### config.mk
export PLATFORM = sky130hd
export DESIGN_NAME = shift_chain_loader
export DESIGN_NICKNAME = d
export VERILOG_FILES = /design/src/rtl/shift_chain_pkg.sv /design/src/rtl/shift_chain_ser.sv /design/src/rtl/shift_chain_loader.sv
export SDC_FILE = /design/constraint.sdc
export NUM_CORES = 1
export LEC_CHECK = 0
export CORE_UTILIZATION = 55
export DETAILED_ROUTE_END_ITERATION = 6
export DONT_BUFFER_PORTS = 1
export GPL_TIMING_DRIVEN = 1
export PLACE_DENSITY = 0.83
export SYNTH_ARGS = -nofsm -noshare
export SYNTH_HDL_FRONTEND = slang
export SYNTH_HIERARCHICAL = 1
export SYNTH_SLANG_ARGS = --single-unit
### constraint.sdc
create_clock -name clk -period 3.1 [get_ports clk]
set_input_delay 0.62 -clock clk [delete_from_list [all_inputs] [get_ports clk]]
set_output_delay 0.62 -clock clk [all_outputs]
set_load 0.1 [all_outputs]
### src/rtl/shift_chain_pkg.sv
// Shared state encoding and size helpers for the shift-chain loader.
package shift_chain_pkg;

  typedef enum logic [1:0] {
    IDLE  = 2'd0,
    SHIFT = 2'd1,
    DONE  = 2'd2
  } state_e;

  // Width of a counter that must hold the value n itself.
  function automatic int cnt_w(input int n);
    return (n < 1) ? 1 : $clog2(n + 1);
  endfunction

  function automatic int nwords(input int len, input int w);
    return (len + w - 1) / w;
  endfunction

  function automatic int last_len(input int len, input int w);
    return len - (nwords(len, w) - 1) * w;
  endfunction

endpackage

### src/rtl/shift_chain_ser.sv
// Word serializer: holds one word, emits bit 0 first, one bit per cycle while hold_vld.
// Flags the last bit of the held word so a new word can load in the same cycle.
module shift_chain_ser
  import shift_chain_pkg::*;
#(
  parameter int WORD_W = 32,
  parameter int LW     = cnt_w(WORD_W)
) (
  input  logic              clk,
  input  logic              rst_n,
  input  logic              clr,
  input  logic              load,
  input  logic [WORD_W-1:0] load_data,
  input  logic [LW-1:0]     load_len,
  output logic              hold_vld,
  output logic              bit_out,
  output logic              last
);

  logic [WORD_W-1:0] hold_q, hold_d;
  logic [LW-1:0]     idx_q, idx_d;
  logic [LW-1:0]     len_q, len_d;
  logic              hold_vld_q, hold_vld_d;

  assign hold_vld = hold_vld_q;
  assign bit_out  = hold_vld_q & hold_q[0];
  assign last     = hold_vld_q && (idx_q == len_q - LW'(1));

  always_comb begin
    hold_d     = hold_q;
    idx_d      = idx_q;
    len_d      = len_q;
    hold_vld_d = hold_vld_q;
    if (hold_vld_q) begin
      hold_d = hold_q >> 1;
      idx_d  = idx_q + LW'(1);
      if (last) begin
        hold_vld_d = 1'b0;
      end
    end
    if (load) begin
      hold_d     = load_data;
      idx_d      = '0;
      len_d      = load_len;
      hold_vld_d = 1'b1;
    end
    // Clear wins over a same-cycle load so an aborted transfer leaves nothing behind.
    if (clr) begin
      hold_d     = '0;
      idx_d      = '0;
      len_d      = '0;
      hold_vld_d = 1'b0;
    end
  end

  always_ff @(posedge clk or negedge rst_n) begin
    if (!rst_n) begin
      hold_q     <= '0;
      idx_q      <= '0;
      len_q      <= '0;
      hold_vld_q <= 1'b0;
    end else begin
      hold_q     <= hold_d;
      idx_q      <= idx_d;
      len_q      <= len_d;
      hold_vld_q <= hold_vld_d;
    end
  end

endmodule

### src/rtl/shift_chain_loader.sv
// Streams CHAIN_LEN bits LSB-first from valid/ready words into a serial chain, then pulses done.
// SHIFT_CHAIN_LOADER_READBACK_EN adds chain_dout capture packed into rb_data/rb_valid words.
module shift_chain_loader
  import shift_chain_pkg::*;
#(
  parameter int CHAIN_LEN = 8192,
  parameter int WORD_W    = 32
) (
  input  logic              clk,
  input  logic              rst_n,
  input  logic              start,
  input  logic              abort,
  input  logic [WORD_W-1:0] word_data,
  input  logic              word_valid,
  output logic              word_ready,
`ifdef SHIFT_CHAIN_LOADER_READBACK_EN
  input  logic              chain_dout,
  output logic [WORD_W-1:0] rb_data,
  output logic              rb_valid,
`endif
  output logic              chain_din,
  output logic              chain_en,
  output logic              busy,
  output logic              done
);

  localparam int NW   = nwords(CHAIN_LEN, WORD_W);
  localparam int LAST = last_len(CHAIN_LEN, WORD_W);
  localparam int CW   = cnt_w(CHAIN_LEN);
  localparam int WCW  = cnt_w(NW);
  localparam int LW   = cnt_w(WORD_W);

  state_e         state_q, state_d;
  logic [CW-1:0]  bit_cnt_q, bit_cnt_d;
  logic [WCW-1:0] word_cnt_q, word_cnt_d;
  logic           hold_vld, ser_bit, ser_last;
  logic           accept, ser_clr, abort_act, last_bit;
  logic [LW-1:0]  load_len;

  assign abort_act  = abort && (state_q != IDLE);
  assign last_bit   = hold_vld && (bit_cnt_q == CW'(CHAIN_LEN - 1));
  assign word_ready = (state_q == SHIFT) && (word_cnt_q < WCW'(NW)) && (!hold_vld || ser_last);
  assign accept     = word_valid && word_ready;
  assign ser_clr    = ((state_q == IDLE) && start) || abort_act;
  // Only the final word may be short; its upper bits are never shifted.
  assign load_len   = (word_cnt_q == WCW'(NW - 1)) ? LW'(LAST) : LW'(WORD_W);

  assign chain_en  = hold_vld;
  assign chain_din = ser_bit;
  assign busy      = (state_q != IDLE);
  assign done      = (state_q == DONE) && !abort;

  shift_chain_ser #(.WORD_W(WORD_W)) u_ser (
    .clk       (clk),
    .rst_n     (rst_n),
    .clr       (ser_clr),
    .load      (accept),
    .load_data (word_data),
    .load_len  (load_len),
    .hold_vld  (hold_vld),
    .bit_out   (ser_bit),
    .last      (ser_last)
  );

  always_comb begin
    state_d    = state_q;
    bit_cnt_d  = bit_cnt_q;
    word_cnt_d = word_cnt_q;
    case (state_q)
      IDLE: begin
        if (start) begin
          state_d    = SHIFT;
          bit_cnt_d  = '0;
          word_cnt_d = '0;
        end
      end
      SHIFT: begin
        bit_cnt_d  = bit_cnt_q + CW'(hold_vld);
        word_cnt_d = word_cnt_q + WCW'(accept);
        // Abort still lets the final bit go out, but skips the DONE pulse.
        if (abort) begin
          state_d = IDLE;
        end else if (last_bit) begin
          state_d = DONE;
        end
      end
      default: state_d = IDLE;
    endcase
  end

  always_ff @(posedge clk or negedge rst_n) begin
    if (!rst_n) begin
      state_q    <= IDLE;
      bit_cnt_q  <= '0;
      word_cnt_q <= '0;
    end else begin
      state_q    <= state_d;
      bit_cnt_q  <= bit_cnt_d;
      word_cnt_q <= word_cnt_d;
    end
  end

`ifdef SHIFT_CHAIN_LOADER_READBACK_EN
  logic [WORD_W-1:0] acc_q, acc_d, acc_nxt;
  logic [WORD_W-1:0] rb_data_q, rb_data_d;
  logic [LW-1:0]     acc_cnt_q, acc_cnt_d;
  logic              rb_valid_q, rb_valid_d;

  assign acc_nxt  = acc_q | (WORD_W'(chain_dout) << acc_cnt_q);
  assign rb_data  = rb_data_q;
  assign rb_valid = rb_valid_q;

  always_comb begin
    acc_d      = acc_q;
    acc_cnt_d  = acc_cnt_q;
    rb_data_d  = rb_data_q;
    rb_valid_d = 1'b0;
    if (hold_vld) begin
      acc_d     = acc_nxt;
      acc_cnt_d = acc_cnt_q + LW'(1);
      if ((acc_cnt_q == LW'(WORD_W - 1)) || last_bit) begin
        rb_data_d  = acc_nxt;
        rb_valid_d = 1'b1;
        acc_d      = '0;
        acc_cnt_d  = '0;
      end
    end
    if (abort_act) begin
      acc_d      = '0;
      acc_cnt_d  = '0;
      rb_data_d  = '0;
      rb_valid_d = 1'b0;
    end
  end

  always_ff @(posedge clk or negedge rst_n) begin
    if (!rst_n) begin
      acc_q      <= '0;
      acc_cnt_q  <= '0;
      rb_data_q  <= '0;
      rb_valid_q <= 1'b0;
    end else begin
      acc_q      <= acc_d;
      acc_cnt_q  <= acc_cnt_d;
      rb_data_q  <= rb_data_d;
      rb_valid_q <= rb_valid_d;
    end
  end
`endif

endmodule

# After elaboration in Yosys (flattened, before gate mapping)

Cells that the tools add are included.

Register bits after elaboration: 70
Latch bits: 0
RAM bits: 0
ROM bits: 0
Input bits: 37
Output and inout port bits: 5
Word-level logic and storage cells: 58
Memories: 0

Add/subtract/negate cells: 4
Multiply operators: 0
Div/mod/pow operators: 0
Order comparisons: 1
Equality and inequality tests: 6
Shifts and indexed selects: 0
Mux-type cells: 20
Bitwise logic cells: 1
Reduce and logical (&&, ||, !) cells: 19

Operator list:

| cell                                                                     | count |
|---|---|
| 32-bit two-way mux                                                       | 3 |
| 6-bit two-way mux                                                        | 5 |
| 14-bit case mux with 2 select lines                                      | 1 |
| 9-bit case mux with 2 select lines                                       | 1 |
| 14-bit by 1-bit adder with 14-bit output                                 | 1 |
| 14-bit by 13-bit equality test with 1-bit output (second input constant) | 1 |
| 14-bit two-way mux                                                       | 1 |
| 9-bit by 1-bit adder with 9-bit output                                   | 1 |
| 9-bit < comparator (second input constant)                               | 1 |
| 9-bit two-way mux                                                        | 1 |
| 1-bit logical AND                                                        | 8 |
| 6-bit by 1-bit adder with 6-bit output (second input constant)           | 1 |
| 6-bit equality test                                                      | 1 |
| 2-bit two-way mux                                                        | 3 |
| 2-bit nonzero test                                                       | 3 |
| 6-bit by 1-bit subtractor with 6-bit output (second input constant)      | 1 |
| 1-bit two-way mux                                                        | 4 |
| 2-bit case mux with 2 select lines                                       | 1 |
| 2-bit AND reduction                                                      | 2 |
| 3-bit != test (second input constant)                                    | 1 |
| 3-bit nonzero test                                                       | 1 |
| 2-bit by 1-bit equality test with 1-bit output (second input constant)   | 1 |
| 2-bit equality test (second input constant)                              | 1 |
| 1-bit zero test                                                          | 2 |
| 4 further kinds                                                          | 5 |

# Longest topological paths before layout

Depth after elaboration: 8
Mapped depth: 14
Gate-level depth less buffers: 13

# Modules after synthesis

The synthesis kept the hierarchy.

Modules (own cells, without submodules):

| module             | times used | cells an instance | area each (um2) | seq. area each (um2) |
|---|---|---|---|---|
| shift_chain_ser    | 1          | 246               | 2,299.7         | 1,126.1 |
| shift_chain_loader | 1          | 134               | 1,380.1         | 625.6 |

# Worst setup path before layout

Ideal clock, no wire load.

Path type: register -> register
Start point: register u_ser.len_q[0]
End point: register u_ser.len_q[0]
Setup time: 0.132 ns
Data arrival time: 4.992 ns
Data required time: 2.968 ns
Slack: -2.024 ns
Cell stages (with the launch flop): 14
Path buffers: 2
Cell sequence: dfrtp_1 > inv_1 > ha_1 > and2b_2 > or3_2 > a32oi_1 > and3_1 > nor2b_1 > nor3_1 > and2_1 > clkbuf_1 > buf_1 > mux2i_1 > nor2_1

Cells in the longest elaborated chain, start to end: 7

RTL lines:

| item                                        | line                     | RTL |
|---|---|---|
| start: declaration                          | shift_chain_ser.sv:22    | `logic [LW-1:0] len_q, len_d;` |
| start signal: assignment                    | shift_chain_ser.sv:65    | `len_q <= len_d;` |
| 6-bit by 1-bit subtractor with 6-bit output | shift_chain_ser.sv:27    | `assign last = hold_vld_q && (idx_q == len_q - LW'(1));` |
| 6-bit equality test                         | shift_chain_ser.sv:27    |  |
| 1-bit logical AND                           | shift_chain_ser.sv:27    |  |
| named net ser_last                          | shift_chain_loader.sv:36 | `logic hold_vld, ser_bit, ser_last;` |
| 1-bit logical OR                            | shift_chain_loader.sv:42 | `assign word_ready = (state_q == SHIFT) && (word_cnt_q < WCW'(NW)) && (!hold_vld \|\| ser_last);` |
| 1-bit logical AND                           | shift_chain_loader.sv:42 |  |
| named net word_ready                        | shift_chain_loader.sv:15 | `output logic word_ready,` |
| 1-bit logical AND                           | shift_chain_loader.sv:43 | `assign accept = word_valid && word_ready;` |
| named net accept                            | shift_chain_loader.sv:37 | `logic accept, ser_clr, abort_act, last_bit;` |
| 2-bit nonzero test (no source line)         | --                       |  |

The timed path passes the listed nets, and every way through them passes these cells.
A chain may end at the register's enable or synchronous reset.

# Worst setup path in the final report

Start point: register u_ser.len_q[0]
End point: output word_ready

Cells in the longest elaborated chain, start to end: 5

RTL lines:

| item                                        | line |
|---|---|
| 6-bit by 1-bit subtractor with 6-bit output | shift_chain_ser.sv:27 |
| 6-bit equality test                         | shift_chain_ser.sv:27 |
| 1-bit logical AND                           | shift_chain_ser.sv:27 |
| named net ser_last                          | shift_chain_loader.sv:36 |
| 1-bit logical OR                            | shift_chain_loader.sv:42 |
| 1-bit logical AND                           | shift_chain_loader.sv:42 |
| end: declaration                            | shift_chain_loader.sv:15 |

The timed path passes the listed nets, and every way through them passes these cells.

==> run_results.csv <==
group,metric,value,unit
finish,final_nets,427,
placed_design,port_buffers,0,
synth,netlist_area,3680,um2
worst_setup_path,crit_arrival,2530,ps
die,rows,29,
placed_design,gp_congestion,0.8301,
placed_design,pre_cts_slack,193.5,ps
route,ant_nets,0,
sta,fin_crit,3152,ps
sta,rsz0062_at_grt,"true",
global_routing,grt-ovfl-total,0,
sta,hold_viol,0,
cts,clock_tree.root_cell,"clkbuf_8",
cts,tritoncts,"built",
finish,fillers,504,
cts,insertion_delay,340,ps
global_routing,first_global_vias,2704,
synth,yosysWarningCount,6,
route,drt_iter0_drc,149,
worst_setup_path,slowest_delay,550,ps
die,die_y,83.80,um
sta,setup_violations,1,
worst_hold_path,min_path_type,"primary input to async pin",
global_routing,grt_max_degree,73,
finish,final_cell_count_no_fill,465,
finish,final_layout_size_suffix_gt1_share,13.40,%
worst_setup_path,crit_chain,"or4_4, or3_4, a32oi_2, and3_1, nor2b_2, nor3_4, buf_12",
finish,areaGrowthSynthToFinish,12.00,%
power_and_ir_drop,leakagePower,1.833,nW
outcome,outcome,"finished with violations",
route,drc_errors,0,
sta,fin_ws,-52.45,ps
route,drt-total-wl,7.707,mm
finish,diodes,0,
finish,multi_input_area,1893,um2
synth,synthCells,380,
route,firstDrtPassIters,4,
sta,worst_pin_slew,822.7,ps
synth,synth_edf_count,0,
worst_setup_path,crit_family,"simple AND/OR/NAND/NOR gates",
worst_setup_path,critPathRequiredTime,2480,ps
route,vias_per_cell,6.054,
sta,slew_violations,0,
global_routing,track_usage,23.75,%
die,start_util,57.62,%
synth,yosysSeqAreaShare,47.60,%
global_routing,grt_pass1_wl,13.17,mm
worst_setup_path,critPathLaunchType,"flop",
sta,finalCritPeriodShare,101.7,%
finish,ff_latch_area,1753,um2
synth,synth.avg_cell_area,9.684,um2
power_and_ir_drop,ir_drop,0.0005318,V
die,coreArea,6386,um2
die,num_io_pins,42,
job,cap_violations,0,
placed_design,placed_cells,446,
route,num_vias,2815,
cts,cts_buffers,9,
sta,timing.slew.headroom,45.04,%
synth,synth_flop_cell,"dfrtp_1",
worst_setup_path,path_class,"flop to primary output",
global_routing,antenna_found_initial,0,
worst_setup_path,path_buf_inv,1,
synth,async_flop_share,100.0,%
cts,cts_buffer_depth,2,
worst_setup_path,crit_path_end_kind,"primary output",
synth,synth_seq_cells,70,
sta,fmax,317.2,MHz
cts,cts_max_level,3,
cts,clkTransAtPathRegs,80,ps
worst_setup_path,cpMaxStageDelayCell,"or4_4",
placed_design,dp_hpwl,4.932,mm
route,wl_per_cell,16.57,um
die,dieArea,7022,um2
die,die_w,83.80,um
worst_setup_path,critical_path.max_fanout,4,
cts,cts.sinks,70,
power_and_ir_drop,power_density,605.2,nW/um2
sta,clock_skew,10.72,ps
outcome,violations,"negative setup slack",
synth,netlist-cell-type-count,54,
==> cells by family after synthesis <==
group	share of synthesized area, %
compound gates	10.98
mux	12.78
other cells	0.2041
flops	47.60
simple gates	19.69
fa+ha+maj	2.040
xor+xnor	2.618
buf+inv	4.080
==> final timing paths <==
kind                                start               to  slack [ps]  cells after the start
max reg2reg                u_ser/len_q[0]  u_ser/hold_q[9]         140                     11
min                                 rst_n    word_cnt_q[4]         150                      1
min in group clk                    abort       state_q[1]         330                      1
max in group asynchronous           rst_n   u_ser/hold_vld        2650                      1
min reg2reg                 word_cnt_q[6]    word_cnt_q[6]         480                      1
max                        u_ser/len_q[0]       word_ready         -50                      7
==> timing repair <==
action / in CTS / in global routing
pin swaps: 3 / 4
hold buffers: 1 / 0
hold endpoints to repair: 70 / 0
gates resized for setup: 4 / 4
setup buffers: 2 / 1
setup endpoints to repair: 1 / 43
==> cell usage after synthesis (3+ instances only) <==
cell      count  share of area [%]
a22o_1        5                1.2
and2_1        3               0.51
o21ai_0       5               0.68
buf_2         6               0.82
dfrtp_1      70                 48
xor2_1        4               0.95
inv_1         7               0.71
nand2_1      22                2.2
xnor2_1       7                1.7
or4_1         3               0.61
o41ai_1       3               0.71
ha_1          6                2.0
and3_1        3               0.51
mux2i_1      47                 13
nand3_1       5               0.68
nand4_1      10                1.7
a21oi_1      35                4.8
nor2_1       76                7.8
o311ai_0      3               0.71
nor4_1        4               0.68
nor2b_1       3               0.51
clkbuf_1     12                1.2
==> layer usage <==
metal  share of wire, %  wire length (um)  vias up  GRT usage (%)
met3                3.4               264       16          3.956
met4                1.9               149        0          10.32
met2                 51              3921       68          38.88
li1                   -                 -     1348              -
met1                 44              3371     1383          31.23
met5                  0                 0        -              0
==> cell usage in the layout, fill, tap and decap left out, types with 2 or more instances in the layout <==
master / n
clkinv_2: 2
a21oi_1: 34
xor2_1: 4
o21ai_0: 4
o22ai_1: 2
or4_1: 2
a31oi_1: 2
a22o_1: 5
buf_4: 10
conb_1: 6
dfrtp_1: 69
nor4_1: 4
and2_1: 2
nand4_1: 10
o311ai_0: 3
or3_4: 2
buf_12: 2
xnor2_1: 7
mux2i_1: 47
nor2_1: 75
clkbuf_8: 9
inv_1: 7
bufinv_16: 2
nor2b_1: 2
and3_1: 3
nand3_1: 5
o211ai_1: 2
ha_4: 2
nand2_1: 22
ha_1: 3
o41ai_1: 3
==> state kept, by name, indices dropped and copies added (netlist names) <==
register and count:
u_ser/hold_q 32, bit_cnt_q 14, word_cnt_q 9, u_ser/idx_q 6, u_ser/len_q 6, state_q 2
u_ser/hold_vld 1
==> per-stage QoR <==
step                      area [um2]  util (%)  hold slack [ps]  total power, mW  setup TNS [ps]
after floorplan                 3829         -            324.4            1.575          -13940
after global placement          3826     59.91            326.2            1.618               0
after detailed placement        3826     59.91            325.9            1.646               0
after CTS                       4095     64.13            159.8            2.498          -37.29
after global routing            4121     64.54            167.8            2.623          -203.5
final                           4121     64.54            151.7            2.494          -52.45
==> area by class of cell <==
class | count | share of cell area, %
Timing Repair Buffer | 13 | 3.461
Inverter | 7 | 0.6375
Clock buffer | 9 | 3.005
Sequential cell | 70 | 42.53
Tap cell | 77 | 2.338
Clock inverter | 6 | 2.095
Multi-Input combinational cell | 283 | 45.93
==> report_power, final <==
group	switching [mW]	total (mW)	internal [mW]
sequential	0.0875	1.09	1.00
clock	0.357	0.806	0.449
combinational	0.349	0.596	0.247
total	0.794	2.49	1.70
==> worst register-to-register path: stages (launching register included) <==
cell	delay, ps
dfrtp_1	420
or4_4	550
or3_4	340
a32oi_2	180
and3_1	200
nor2b_2	60
nor3_4	240
and2_4	220
buf_12	280
nor2_1	110
a21oi_1	170
nor2_1	70
Note: power is estimated with default switching activity, not from simulation.
